File: src/rtl/regs_wb_arbiter.sv
// regs_wb_arbiter
// Shares the register file's single write port between two write-back
// requesters: A (ALU result) and B (memory load result). Each requester
// has a valid/ready channel feeding a one-entry buffer, and a round-robin
// arbiter with same-address age ordering drives a registered write port.
// A pending-write bitmap is exported for hazard detection.
//
// Optional feature: define WB_ARB_FWD_EN to add the fwd_addr/fwd_hit/
// fwd_data lookup used for decode-stage forwarding.

module regs_wb_arbiter #(
  parameter int AW = 5,
  parameter int DW = 32
) (
  input  logic                 clk,
  input  logic                 rst,
  input  logic                 a_valid,
  output logic                 a_ready,
  input  logic [AW-1:0]        a_addr,
  input  logic [DW-1:0]        a_data,
  input  logic                 b_valid,
  output logic                 b_ready,
  input  logic [AW-1:0]        b_addr,
  input  logic [DW-1:0]        b_data,
  output logic                 wt_en,
  output logic [AW-1:0]        wt_addr,
  output logic [DW-1:0]        wt_data,
  output logic [(2**AW)-1:0]   pend_mask
`ifdef WB_ARB_FWD_EN
  ,
  input  logic [AW-1:0]        fwd_addr,
  output logic                 fwd_hit,
  output logic [DW-1:0]        fwd_data
`endif
);

  typedef enum logic {
    CH_A = 1'b0,
    CH_B = 1'b1
  } chan_t;

  logic          bufa_v;
  logic [AW-1:0] bufa_addr;
  logic [DW-1:0] bufa_data;
  logic          bufb_v;
  logic [AW-1:0] bufb_addr;
  logic [DW-1:0] bufb_data;

  chan_t rr_last;
  chan_t older;
  chan_t older_n;

  logic grant_a;
  logic grant_b;
  logic load_a;
  logic load_b;
  logic keep_a;
  logic keep_b;
  logic same_addr;

  assign same_addr = (bufa_addr == bufb_addr);

  // Pick the buffer that drives the write port next, from registered state only
  always_comb begin
    grant_a = 1'b0;
    grant_b = 1'b0;
    if (bufa_v && bufb_v) begin
      if (same_addr) begin
        grant_a = (older == CH_A);
      end else begin
        grant_a = (rr_last == CH_B);
      end
      grant_b = ~grant_a;
    end else begin
      grant_a = bufa_v;
      grant_b = bufb_v;
    end
  end

  // A buffer can take a new entry when empty or when it is draining this cycle
  assign a_ready = ~bufa_v | grant_a;
  assign b_ready = ~bufb_v | grant_b;

  // Writes to register 0 complete the handshake but are never stored
  assign load_a = a_valid & a_ready & (a_addr != '0);
  assign load_b = b_valid & b_ready & (b_addr != '0);

  assign keep_a = bufa_v & ~grant_a;
  assign keep_b = bufb_v & ~grant_b;

  // Buffer A: refill takes priority over the free that a grant would cause
  always_ff @(posedge clk or posedge rst) begin
    if (rst) begin
      bufa_v    <= 1'b0;
      bufa_addr <= '0;
      bufa_data <= '0;
    end else if (load_a) begin
      bufa_v    <= 1'b1;
      bufa_addr <= a_addr;
      bufa_data <= a_data;
    end else if (grant_a) begin
      bufa_v    <= 1'b0;
    end
  end

  // Buffer B: same behaviour as buffer A
  always_ff @(posedge clk or posedge rst) begin
    if (rst) begin
      bufb_v    <= 1'b0;
      bufb_addr <= '0;
      bufb_data <= '0;
    end else if (load_b) begin
      bufb_v    <= 1'b1;
      bufb_addr <= b_addr;
      bufb_data <= b_data;
    end else if (grant_b) begin
      bufb_v    <= 1'b0;
    end
  end

  // Registered write port: one strobe per granted entry, address/data hold otherwise
  always_ff @(posedge clk or posedge rst) begin
    if (rst) begin
      wt_en   <= 1'b0;
      wt_addr <= '0;
      wt_data <= '0;
    end else if (grant_a) begin
      wt_en   <= 1'b1;
      wt_addr <= bufa_addr;
      wt_data <= bufa_data;
    end else if (grant_b) begin
      wt_en   <= 1'b1;
      wt_addr <= bufb_addr;
      wt_data <= bufb_data;
    end else begin
      wt_en   <= 1'b0;
    end
  end

  // Work out which buffer will hold the earlier-accepted entry after this edge
  always_comb begin
    older_n = older;
    if (load_a && load_b) begin
      older_n = CH_A;
    end else if (load_a) begin
      older_n = keep_b ? CH_B : CH_A;
    end else if (load_b) begin
      older_n = keep_a ? CH_A : CH_B;
    end else if (keep_a && !keep_b) begin
      older_n = CH_A;
    end else if (keep_b && !keep_a) begin
      older_n = CH_B;
    end
  end

  // Round-robin pointer and age flag; rr_last starts at B so A wins first
  always_ff @(posedge clk or posedge rst) begin
    if (rst) begin
      rr_last <= CH_B;
      older   <= CH_A;
    end else begin
      older <= older_n;
      if (grant_a) begin
        rr_last <= CH_A;
      end else if (grant_b) begin
        rr_last <= CH_B;
      end
    end
  end

  // Every register with a write still buffered or on the port; r0 never pends
  always_comb begin
    pend_mask = '0;
    if (bufa_v) begin
      pend_mask[bufa_addr] = 1'b1;
    end
    if (bufb_v) begin
      pend_mask[bufb_addr] = 1'b1;
    end
    if (wt_en) begin
      pend_mask[wt_addr] = 1'b1;
    end
    pend_mask[0] = 1'b0;
  end

`ifdef WB_ARB_FWD_EN
  logic hit_a;
  logic hit_b;
  logic hit_w;

  assign hit_a = bufa_v & (bufa_addr == fwd_addr);
  assign hit_b = bufb_v & (bufb_addr == fwd_addr);
  assign hit_w = wt_en  & (wt_addr   == fwd_addr);

  // Forward the youngest pending value: younger buffer, older buffer, then port
  always_comb begin
    fwd_hit  = 1'b0;
    fwd_data = '0;
    if (fwd_addr != '0) begin
      if (older == CH_A) begin
        if (hit_b) begin
          fwd_hit  = 1'b1;
          fwd_data = bufb_data;
        end else if (hit_a) begin
          fwd_hit  = 1'b1;
          fwd_data = bufa_data;
        end else if (hit_w) begin
          fwd_hit  = 1'b1;
          fwd_data = wt_data;
        end
      end else begin
        if (hit_a) begin
          fwd_hit  = 1'b1;
          fwd_data = bufa_data;
        end else if (hit_b) begin
          fwd_hit  = 1'b1;
          fwd_data = bufb_data;
        end else if (hit_w) begin
          fwd_hit  = 1'b1;
          fwd_data = wt_data;
        end
      end
    end
  end
`else
  // Forwarding disabled: no lookup ports and no address comparators
`endif

endmodule

File: config.mk
export PLATFORM = sky130hd
export DESIGN_NAME = regs_wb_arbiter
export DESIGN_NICKNAME = d
export VERILOG_FILES = /design/src/rtl/regs_wb_arbiter.sv
export SDC_FILE = /design/constraint.sdc
export NUM_CORES = 1
export LEC_CHECK = 0
export BUFFER_PORTS_ARGS = -buffer_cell sky130_fd_sc_hd__buf_2
export CAP_MARGIN = 15
export CORE_MARGIN = 2
export CORE_UTILIZATION = 54
export CTS_BUF_LIST = sky130_fd_sc_hd__clkbuf_16
export CTS_CLUSTER_DIAMETER = 120
export CTS_CLUSTER_SIZE = 10
export DETAILED_ROUTE_END_ITERATION = 10
export GPL_ROUTABILITY_DRIVEN = 0
export GPL_TIMING_DRIVEN = 1
export PLACE_DENSITY_LB_ADDON = 0.05
export SLEW_MARGIN = 30
export SYNTH_ARGS = -nofsm -noshare
export SYNTH_HDL_FRONTEND = slang
export SYNTH_SLANG_ARGS = --single-unit
File: constraint.sdc
create_clock -name clk -period 9.9 [get_ports clk]
set_input_delay 1.485 -clock clk [delete_from_list [all_inputs] [get_ports clk]]
set_output_delay 1.485 -clock clk [all_outputs]
set_load 0.05 [all_outputs]
After elaboration in Yosys (flattened, before gate mapping)
Cells that the tools add are included.
{"block": "word_totals", "ff_bits": 116, "latch_bits": 0, "mem_bits_rw": 0, "mem_bits_ro": 0, "inputBits": 78, "out_inout_bits": 72, "word_cells": 81, "n_memories": 0}
{"block": "classes", "n_addsub": 0, "mul": 0, "div": 0, "n_lt_le_gt_ge": 6, "eq_ne": 1, "n_shift": 0, "n_mux": 32, "bitwise": 16, "n_reduce_logical": 15}
{"cell": "two-way mux 32 bit", "count": 5}
{"cell": "OR 32 bit", "count": 2}
{"cell": "two-way mux 1 bit", "count": 22}
{"cell": "less-than comparator 5 x 6 -> 1 bit, second input constant", "count": 3}
{"cell": "demux 1 bit (select 5 bit)", "count": 3}
{"cell": "greater-or-equal comparator 5 x 1 -> 1 bit, second input constant", "count": 3}
{"cell": "nonzero test 5 bit", "count": 3}
{"cell": "two-way mux 5 bit", "count": 2}
{"cell": "logical AND 1 bit", "count": 7}
{"cell": "bitwise AND 1 bit", "count": 6}
{"cell": "inverter 1 bit", "count": 6}
{"cell": "nonzero test 2 bit", "count": 3}
{"cell": "== test 5 bit", "count": 1}
{"cell": "zero test 1 bit", "count": 2}
{"cell": "OR 1 bit", "count": 2}

Longest topological paths before layout
Gate-level depths: netlist (run 1).
{"block": "depth", "depth_word": 13, "depth_mapped": 8}

Least setup slack after synthesis (run 1)
Ideal clock, no wire load.
{"block": "synth_timing", "path_kind": "register to output", "start": "reg wt_addr[0]", "end": "out pend_mask[17]", "arrival_time_ns": 1.823, "required_time_ns": 8.415, "setup_slack_ns": 6.592, "path_stages_with_launch": 5, "cell_sequence": "dfrtp_1 inv_1 nor3b_1 a22oi_1 nand2_1"}
{"block": "synth_between", "elab_chain_len": 6, "word_cells_on_any_way": 7}
{"element": "start: declaration", "line": "26", "text": "output logic [AW-1:0] wt_addr,"}
{"element": "start signal: assignment", "line": "129", "text": "wt_addr <= bufa_addr;"}
{"element": "start signal: assignment", "line": "133", "text": "wt_addr <= bufb_addr;"}
{"element": "less-than comparator 5 x 6 -> 1 bit (implied by the code) / greater-or-equal comparator 5 x 1 -> 1 bit (equally long branches)", "line": "181", "text": "pend_mask[wt_addr] = 1'b1;"}
{"element": "logical AND 1 bit (implied by the code)", "line": "181"}
{"element": "two-way mux 1 bit (implied by the code)", "line": "181"}
{"element": "demux 1 bit (select 5 bit) *", "line": "181"}
{"element": "OR 32 bit (no source line) *"}
{"element": "two-way mux 32 bit *", "line": "180", "text": "if (wt_en) begin"}
{"element": "end: declaration", "line": "28", "text": "output logic [(2**AW)-1:0] pend_mask"}
Mark *: on every way between the ends. The rest lies on a longest branch, timed or not.

Worst setup path after layout (run 1)
{"block": "layout_timing", "start": "reg bufa_addr[2]", "end": "out a_ready"}
{"block": "layout_between", "elab_chain_len": 5}
{"element": "start: declaration", "line": "43", "text": "logic [AW-1:0] bufa_addr;"}
{"element": "start signal: assignment", "line": "99", "text": "bufa_addr <= a_addr;"}
{"element": "== test 5 bit", "line": "61", "text": "assign same_addr = (bufa_addr == bufb_addr);"}
{"element": "two-way mux 1 bit", "line": "68", "text": "if (same_addr) begin"}
{"element": "two-way mux 1 bit (2 in a row)", "line": "67", "text": "if (bufa_v && bufb_v) begin"}
{"element": "OR 1 bit", "line": "81", "text": "assign a_ready = ~bufa_v | grant_a;"}
{"element": "end: declaration", "line": "18", "text": "output logic a_ready,"}
No other way between the ends. The select of a mux whose other input is x is not followed.

==> results of run 1 <==
-- per-stage QoR --
step	setup WS (ps)	cell area, um2	util	power, mW
after floorplan	5340	6090	-	1.66
after global placement	5960	6830	0.624	1.90
after detailed placement	5880	6840	0.626	1.92
after CTS	5430	7430	0.679	2.54
after global routing	5280	7440	0.680	2.66
final	5440	7440	0.680	2.54
-- routing by layer --
layer	routed length, um	GRT usage
met5	0	0
met4	319	0.103
met3	1150	0.0664
met2	7710	0.443
met1	6660	0.346
-- worst paths after layout --
| kind | end | start |
|---|---|---|
| worst max-delay path | a_ready | bufa_addr[2]$_DFFE_PP0P_ |
| worst min-delay path | bufb_data[24]$_DFFE_PP0P_ | bufb_data[24]$_DFFE_PP0P_ |
| worst max register to register | bufb_data[20]$_DFFE_PP0P_ | bufa_addr[2]$_DFFE_PP0P_ |
| worst min register to register | bufb_data[24]$_DFFE_PP0P_ | bufb_data[24]$_DFFE_PP0P_ |
| max in group asynchronous | bufa_data[1]$_DFFE_PP0P_ | rst |
| min in group asynchronous | bufb_data[16]$_DFFE_PP0P_ | rst |
-- logic make-up (layout without fill, tap and decap cells) --
logic type	Yosys count	count (layout)	synth area share
AO/OA/AOI/OAI	145	145	0.185
XOR/XNOR	5	5	0.00719
buffers and inverters	59	198	0.0483
flip-flops	116	116	0.477
multiplexers	75	75	0.137
other	1	1	0.000616
AND/OR/NAND/NOR	173	173	0.145
-- cell usage in the layout (no fill, tap or decap), drive strengths merged, types with 3 or more instances in the layout --
cell type / synthesis / layout
clkbuf: 27 / 17
clkinv: 1 / 8
xor2: 5 / 5
dfrtp: 115 / 115
a21oi: 4 / 4
nor3b: 11 / 11
o31ai: 26 / 26
buf: 22 / 157
nand2: 71 / 71
inv: 9 / 12
a31oi: 27 / 27
mux2: 69 / 69
nand3: 27 / 27
o21ai: 6 / 6
a32o: 10 / 10
a222oi: 4 / 4
a22oi: 27 / 27
bufinv: 0 / 3
mux2i: 6 / 6
and2: 26 / 26
nor3: 6 / 6
o221a: 8 / 8
and3b: 5 / 5
and3: 8 / 8
nor2: 12 / 12
a211oi: 27 / 27
-- state kept, by name, indices dropped and copies added, names as in the netlist --
name	cells
wt_en	1
wt_addr	5
rr_last	1
bufb_v	1
bufa_data	32
bufb_data	32
bufa_addr	5
older	1
bufa_v	1
wt_data	32
bufb_addr	5
-- power groups by stage --
stage | clock, mW | combinational [mW] | sequential, mW
3_3_place_gp | 0 | 1.11 | 0.786
2_1_floorplan | 0 | 0.646 | 1.01
6_report | 0.607 | 1.14 | 0.790
4_1_cts | 0.616 | 1.14 | 0.788
5_1_grt | 0.640 | 1.21 | 0.811
3_5_place_dp | 0 | 1.13 | 0.792
-- worst reg2reg max path, delay by kind of cell, from the launching register on --
| kind | cells | cell delay (ps) |
|---|---|---|
| muxes | 1 | 380 |
| xor gates and xnor gates | 1 | 240 |
| and+or+nand+nor | 2 | 930 |
| buffers and inverters | 2 | 830 |
| DFF | 1 | 490 |
| AOI/OAI and AO/OA | 1 | 490 |
-- cell type report --
| type | count | share of cell area |
|---|---|---|
| repair buffers | 157 | 0.109 |
| well taps | 140 | 0.0236 |
| inverters | 10 | 0.00572 |
| clock inverters | 14 | 0.0220 |
| clock buffers | 17 | 0.0572 |
| multi-input cells | 399 | 0.392 |
| flip-flops and latches | 116 | 0.391 |
==> flow_metrics.env, run 1 <==
export IMPL_cp_top_family="simple AND/OR/NAND/NOR gates"
export IMPL_synthTopCellsByArea="dfrtp_1 47%, mux2_2 13%, nand2_1 4.4%, a211oi_1 3.3%, a22oi_1 3.3%"
export IMPL_wire_per_inst_um=18.6
export IMPL_clockRootBuffer="clkbuf_16"
export IMPL_num_vias=5175
export IMPL_pin_count=150
export IMPL_hpwl_um=10300
export IMPL_powerDensity_mw_per_mm2=341
export IMPL_critical_path_max_fanout=16
export IMPL_cts_sinks=116
export IMPL_die_h_um=110
export IMPL_syn_inst=574
export IMPL_avgSynthCellArea_um2=10.6
export IMPL_final_layout_size_suffix_gt1_frac=0.388
export IMPL_fillers=858
export IMPL_crit_cells=7
export IMPL_die_w_um=110
export IMPL_clk_pin_slew_ps=60
export IMPL_placed_cells=822
export IMPL_cp_slowest_cell="nand3_1"
export IMPL_path_cells="xor2_1 > nor3_4 > nand3_1 > buf_4 > a21oi_2 > inv_2 > buf_2"
export IMPL_cp_arrival_ps=2980
export IMPL_rsz0062_at_grt="false"
export IMPL_port_buffers=148
export IMPL_max_clock_freq_mhz=224
export IMPL_critPathKind="register to primary output"
export IMPL_drc=0
export IMPL_htreeDepth=4
export IMPL_dieArea_mm2=0.0121
export IMPL_num_antenna_cells=0
export IMPL_clk_latency_ps=410
export IMPL_grt_pass1_vias=4965
export IMPL_cap_viol_max_count=0
export IMPL_finalSetupTns_ps=0
export IMPL_synthFlopType="dfrtp_1"
export IMPL_worst_setup_path_start_kind="register"
export IMPL_synth_top_area_frac=0.472
export IMPL_core_area_mm2=0.0109
export IMPL_synth_cell_types=50
export IMPL_dr_pass1_iters=5
export IMPL_start_util=0.557
export IMPL_status="finished clean"
export IMPL_rows=38
export IMPL_setup_viol_count_final=0
export IMPL_min_period_ps=4460
export IMPL_final_nets=779
export IMPL_endpoint_kind="primary output"
export IMPL_ys_seq_area_frac=0.477
export IMPL_grt_ovfl_total=0
export IMPL_min_path_type="register to register"
export IMPL_whs_ps=495
export IMPL_swShare=0.455
export IMPL_yosysMostFrequentCell="dfrtp_1"
export IMPL_drtIter0Drc=514
export IMPL_postRouteAntennaNets=0
export IMPL_grt_total_usage=0.270
export IMPL_critPathRequiredTime_ps=8420
export IMPL_grt_pass1_wl_um=24900
export IMPL_grt_start_max_net_pins=72
export IMPL_seqCellArea_mm2=0.00291
export IMPL_synth_seq_cells=116
export IMPL_switching_power_mw=1.15
export IMPL_period_share=0.451
export IMPL_area_growth_pct=22.1
export IMPL_via_per_inst=6.07
export IMPL_ir_drop_v=0.000279
export IMPL_final_cells=853
export IMPL_syn_num_nets=652
export IMPL_netlist_area_mm2=0.00609
export IMPL_sequentialPowerShare=0.312
export IMPL_p_leak_nw=3.42
export IMPL_multi_input_area_mm2=0.00292
export IMPL_final_max_slew_viol_count=0
export IMPL_holdBufCountCts=0
export IMPL_cts_tree="built"
export IMPL_finClkSkew_ps=8.49
export IMPL_crit_buf_inv=3
export IMPL_slowest_delay_ps=560
export IMPL_rrSetupSlack_ps=6430
export IMPL_synth_edf_count=0
export IMPL_finalHoldViolCount=0
export IMPL_synth_top_cell_by_area="dfrtp_1"
export IMPL_whs_path_depth=1
export IMPL_synth_common_cells="115 x dfrtp_1, 71 x nand2_1, 68 x mux2_2"
export IMPL_grt_antenna_before_repair=0
export IMPL_wl_um=15800
export IMPL_ys_warn_count=0
export IMPL_internal_power_mw=1.38
export IMPL_post_cts_setup_buffers=0
export IMPL_worstRegToRegCells=7
export IMPL_worst_pin_slew_ps=878
export IMPL_clkPwrFrac=0.239
export IMPL_p_comb_frac=0.449
export IMPL_async_reset_ff_frac=1.00
export IMPL_cts_buffers=17
export IMPL_ctsResizeCount=0
export IMPL_slew_headroom=0.410
export IMPL_clk_path_buf_depth=2
No activity file was read; power rests on OpenSTA's default activity.
==> run 2: changes to the inputs <==
Settings changed: ABC_AREA set to 1, CORE_UTILIZATION 54 to 48.
Clock period 9.9 ns to 3.66 ns, I/O delays scaled along.
==> flow_metrics.env, run 2 <==
export IMPL_status="finished, violations left"
export IMPL_violations="DRC"
export IMPL_final_layout_size_suffix_gt1_frac=0.223
export IMPL_clockRootBuffer="clkbuf_16"
export IMPL_r2r_start="bufa_addr[2]$_DFFE_PP0P_"
export IMPL_final_nets=961
export IMPL_final_max_slew_viol_count=0
export IMPL_worstRegToRegCells=10
export IMPL_num_antenna_cells=0
export IMPL_min_path_type="input port to async pin"
export IMPL_synth_top_cell_by_area="dfrtp_1"
export IMPL_grt_antenna_before_repair=1
export IMPL_area_growth_pct=23.1
export IMPL_hpwl_um=10800
export IMPL_rows=39
export IMPL_synth_seq_cells=116
export IMPL_ir_drop_v=0.000492
export IMPL_worst_setup_path_start_kind="register"
export IMPL_finClkSkew_ps=9.86
export IMPL_wl_um=16000
export IMPL_worst_pin_slew_ps=949
export IMPL_yosysMostFrequentCell="nand2_1"
export IMPL_fillers=1076
export IMPL_cap_viol_max_count=0
export IMPL_holdBufCountCts=0
export IMPL_setup_viol_count_final=0
export IMPL_min_period_ps=3120
export IMPL_syn_num_nets=827
export IMPL_avgSynthCellArea_um2=7.65
export IMPL_finalSetupTns_ps=0
export IMPL_critPathKind="register to primary output"
export IMPL_synthFlopType="dfrtp_1"
export IMPL_wire_per_inst_um=15.4
export IMPL_drc=11
export IMPL_use_met2=0.404
export IMPL_cts_sinks=116
export IMPL_finalHoldViolCount=0
export IMPL_cts_buffers=17
export IMPL_mostFrequentLayoutCell="nand2_1"
export IMPL_grt_start_max_net_pins=74
export IMPL_synth_top_area_frac=0.502
export IMPL_clk_latency_ps=420
export IMPL_synth_common_cells="325 x nand2_1, 115 x dfrtp_1, 62 x inv_1, 62 x nand3_1, 38 x nand4_1"
export IMPL_gr_usage_met3=0.0680
export IMPL_p_leak_nw=3.85
export IMPL_final_cell_mix="325 x nand2_1, 148 x buf_2, 115 x dfrtp_1, 63 x inv_1, 62 x nand3_1"
export IMPL_dr_pass1_iters=8
export IMPL_die_h_um=113
export IMPL_endpoint_kind="primary output"
export IMPL_critPathRequiredTime_ps=3110
export IMPL_grt_ovfl_total=0
export IMPL_syn_inst=749
export IMPL_drtIter0Drc=496
export IMPL_netlist_area_mm2=0.00573
export IMPL_start_util=0.498
export IMPL_powerDensity_mw_per_mm2=886
export IMPL_ctsResizeCount=0
export IMPL_async_reset_ff_frac=1.00
export IMPL_grt_pass1_wl_um=26200
export IMPL_clk_pin_slew_ps=50
export IMPL_cp_arrival_ps=2570
export IMPL_period_share=0.851
export IMPL_slew_headroom=0.366
export IMPL_num_vias=5522
export IMPL_ys_warn_count=0
export IMPL_reg_top3="bufa_data x32, bufb_data x32, wt_data x32"
export IMPL_grt_use_met1=0.349
export IMPL_die_w_um=113
export IMPL_cts_tree="built"
export IMPL_max_clock_freq_mhz=321
export IMPL_grt_busiest_layer="met2"
export IMPL_via_per_inst=5.32
export IMPL_r2r_end="bufb_addr[1]$_DFFE_PP0P_"
export IMPL_ys_seq_area_frac=0.507
export IMPL_core_area_mm2=0.0115
export IMPL_post_cts_setup_buffers=0
export IMPL_synth_cell_types=27
export IMPL_pin_count=150
export IMPL_port_buffers=148
export IMPL_grt_total_usage=0.259
export IMPL_rsz0062_at_grt="false"
export IMPL_clk_path_buf_depth=2
export IMPL_critical_path_max_fanout=15
export IMPL_postRouteAntennaNets=0
export IMPL_synthTopCellsByArea="dfrtp_1 50%, nand2_1 21%, nand3_1 5.4%, nand4_1 4.1%, inv_1 4.1%"
export IMPL_grt_pass1_vias=5305
export IMPL_dieArea_mm2=0.0128
export IMPL_rrSetupSlack_ps=1020
export IMPL_power_mw=6.25
export IMPL_synth_edf_count=0
export IMPL_htreeDepth=4
run 2: cell count changes after synthesis, moves of 26 or more:
cell,delta
and2_1,-26
inv_1,+54
nand2_1,+254
nand3_1,+36
a211oi_1,-27
nand4_1,+37
o21ai_1,+34
mux2_2,-68
a31oi_1,-26
run 2: metal layers:
layer	part of all wire	vias to the layer above	wire, um
li1	-	2679	-
met1	0.43	2549	6920
met2	0.47	253	7500
met3	0.079	39	1270
met4	0.019	2	308
met5	0.00081	-	13
run 2: area by class of cell:
| type | instances | area [um2] | area share |
|---|---|---|---|
| sequential | 116 | 2900 | 0.412 |
| tap | 143 | 179 | 0.0254 |
| multi-input combinational | 526 | 2350 | 0.334 |
| clock inverter | 14 | 121 | 0.0172 |
| inverter | 68 | 258 | 0.0366 |
| clock buffer | 17 | 425 | 0.0603 |
| timing repair buffer | 154 | 811 | 0.115 |
run 2: worst max path at each step:
stage,startpoint,to,slack (ps),depth (start not counted)
floorplan,rst,bufa_addr[0]$_DFFE_PP0P_,40,1
global placement,bufb_v$_DFFE_PP0P_,pend_mask[4],1090,5
detailed placement,bufb_v$_DFFE_PP0P_,pend_mask[16],1040,5
CTS,bufb_v$_DFFE_PP0P_,pend_mask[16],590,5
global route,bufb_v$_DFFE_PP0P_,pend_mask[4],370,5
finish,bufb_v$_DFFE_PP0P_,pend_mask[4],540,5
run 2: where the power goes:
part / internal (mW) / total, mW / switching (mW)
combinational: 0.624 / 2.61 / 1.99
sequential: 1.74 / 2.08 / 0.348
clock: 0.978 / 1.55 / 0.572
run 2: cells by family after synthesis:
logic type,count (synthesis),share of synthesized area
buf+inv,107,0.0863
xor+xnor,1,0.00153
simple gates,472,0.355
compound gates,52,0.0500
other cells,1,0.000655
flops,116,0.507
run 2: worst max-delay path: stages, from the launching register on:
cell	delay, ps
dfrtp_1	690
inv_1	170
nor3_1	750
nand2_1	120
nand3_1	150
buf_2	270
run 2: per-stage QoR:
step / cell area, um2 / util / setup slack, ps / hold WS, ps / instances
2_1_floorplan: 5730 / - / 40.2 / 449 / 749
3_3_place_gp: 6490 / 0.564 / 1090 / 461 / 1007
3_5_place_dp: 6500 / 0.565 / 1040 / 466 / 1007
4_1_cts: 7050 / 0.612 / 592 / 274 / 1038
5_1_grt: 7050 / 0.612 / 367 / 304 / 1038
6_report: 7050 / 0.612 / 544 / 247 / 1038
==> run 3: changes to the inputs <==
Settings changed: CORE_ASPECT_RATIO set to 0.6.
==> flow_metrics.env, run 3 (synthesized netlist as in run 2, its figures left out) <==
export IMPL_via_per_inst=5.41
export IMPL_grt_antenna_before_repair=0
export IMPL_critPathKind="register to primary output"
export IMPL_dieArea_mm2=0.0129
export IMPL_final_layout_size_suffix_gt1_frac=0.230
export IMPL_dpl_cell_area_mm2=0.00652
export IMPL_cts_buffers=17
export IMPL_ctsResizeCount=0
export IMPL_crit_buf_inv=2
export IMPL_critPathRequiredTime_ps=3110
export IMPL_hpwl_um=12000
export IMPL_rsz0062_at_grt="false"
export IMPL_r2r_end="bufb_addr[3]$_DFFE_PP0P_"
export IMPL_reg_top3="bufa_data x32, bufb_data x32, wt_data x32"
export IMPL_placed_cells=1027
export IMPL_rrSetupSlack_ps=1080
export IMPL_slowest_delay_ps=510
export IMPL_start_util=0.500
export IMPL_endpoint_kind="primary output"
export IMPL_slew_headroom=0.297
export IMPL_setup_viol_count_final=0
export IMPL_crit_start="bufb_addr[3]$_DFFE_PP0P_"
export IMPL_clk_latency_ps=410
export IMPL_pin_count=150
export IMPL_rows=30
export IMPL_finalHoldViolCount=0
export IMPL_path_cells="inv_2 > nand2_1 > nand2_1 > nor2_2 > nand3_1 > nand2_1 > nand3_2 > buf_2"
export IMPL_num_vias=5728
export IMPL_dr_pass1_iters=5
export IMPL_worst_pin_slew_ps=1050
export IMPL_final_nets=964
export IMPL_crit_cells=8
export IMPL_clk_path_buf_depth=2
export IMPL_clk_pin_slew_ps=60
export IMPL_ir_drop_v=0.000419
export IMPL_crit_path_end="b_ready"
export IMPL_worstRegToRegCells=10
export IMPL_grt_pass1_wl_um=28000
export IMPL_die_h_um=88.6
export IMPL_holdBufCountCts=0
export IMPL_grt_pass1_vias=5472
export IMPL_critical_path_max_fanout=22
export IMPL_grt_total_usage=0.282
export IMPL_cap_viol_max_count=0
export IMPL_cp_arrival_ps=2460
export IMPL_cp_slowest_cell="dfrtp_1"
export IMPL_grt_start_max_net_pins=74
export IMPL_fin_util=0.625
export IMPL_fin_area_mm2=0.00716
export IMPL_period_share=0.822
export IMPL_path_common_cell="nand2_1"
export IMPL_port_buffers=148
export IMPL_cts_tree="built"
export IMPL_die_w_um=145
export IMPL_finClkSkew_ps=10.3
export IMPL_drc=0
export IMPL_max_clock_freq_mhz=332
export IMPL_worst_setup_path_start_kind="register"
export IMPL_final_max_slew_viol_count=0
export IMPL_powerDensity_mw_per_mm2=915
export IMPL_htreeDepth=4
export IMPL_num_antenna_cells=0
export IMPL_fillers=1011
export IMPL_core_area_mm2=0.0114
export IMPL_final_cell_mix="325 x nand2_1, 148 x buf_2, 115 x dfrtp_1, 62 x nand3_1, 61 x inv_1"
export IMPL_area_growth_pct=24.9
export IMPL_drtIter0Drc=559
export IMPL_wl_um=17600
export IMPL_cp_top_family="simple AND/OR/NAND/NOR gates"
export IMPL_postRouteAntennaNets=0
export IMPL_cts_sinks=116
export IMPL_grt_ovfl_total=0
export IMPL_wire_per_inst_um=16.6
export IMPL_final_cells=1059
export IMPL_status="finished clean"
export IMPL_mostFrequentLayoutCell="nand2_1"
export IMPL_r2r_start="bufb_addr[3]$_DFFE_PP0P_"
export IMPL_clockRootBuffer="clkbuf_16"
export IMPL_post_cts_setup_buffers=0
export IMPL_finalSetupTns_ps=0
export IMPL_min_path_type="input port to async pin"
export IMPL_min_period_ps=3010
export IMPL_p_leak_nw=3.87
==> run 3: changes by cell type in the layout (fill, tap and decap cells not counted), sizes merged <==
cell | previous run | this run
bufinv | 2 | 4
buf | 154 | 157
inv | 71 | 69
clkinv | 8 | 6
clkinvlp | 1 | 4
==> run 3: worst reg2reg max path, delay by kind of cell (launching register included) <==
kind | cells | cell delay, ps
simple gates | 7 | 1240
buf+inv | 2 | 530
flops | 1 | 510
compound gates | 1 | 150
==> run 3: where the power goes <==
part           total, mW  internal [mW]  switching, mW  leakage (nW)
clock               1.77           1.14          0.629         0.293
sequential          2.09           1.73          0.356          1.43
combinational       2.69          0.619           2.07          2.15
total               6.55           3.50           3.05          3.87
==> run 3: cell type report <==
| type | count | area, um2 | area share |
|---|---|---|---|
| timing repair buffer | 157 | 808 | 0.113 |
| sequential | 116 | 2900 | 0.406 |
| tap | 160 | 200 | 0.0280 |
| inverter | 68 | 258 | 0.0360 |
| clock inverter | 15 | 206 | 0.0289 |
| clock buffer | 17 | 425 | 0.0595 |
| multi-input combinational | 526 | 2350 | 0.329 |
==> run 3: metal layers <==
layer / GRT usage / share of wire
met5: 0 / 0
met4: 0.0756 / 0.0064
met2: 0.401 / 0.41
met1: 0.411 / 0.46
met3: 0.101 / 0.12
==> run 3: worst min-delay path by stage <==
stage	cells past startpoint	slack, ps	to
after global routing	3	320	bufb_data[20]$_DFFE_PP0P_
after floorplan	2	450	bufb_data[13]$_DFFE_PP0P_
after detailed placement	2	470	bufb_data[19]$_DFFE_PP0P_
after global placement	2	460	bufb_data[8]$_DFFE_PP0P_
after CTS	2	310	bufa_data[19]$_DFFE_PP0P_
final	2	270	bufa_data[18]$_DFFE_PP0P_
==> run 3: stage by stage <==
step                hold WS, ps  power (mW)  setup slack [ps]
global placement            463        4.67              1240
detailed placement          465        4.74              1160
floorplan                   449        4.04              40.2
global route                320        6.88               478
finish                      270        6.55               650
CTS                         309        6.53               672
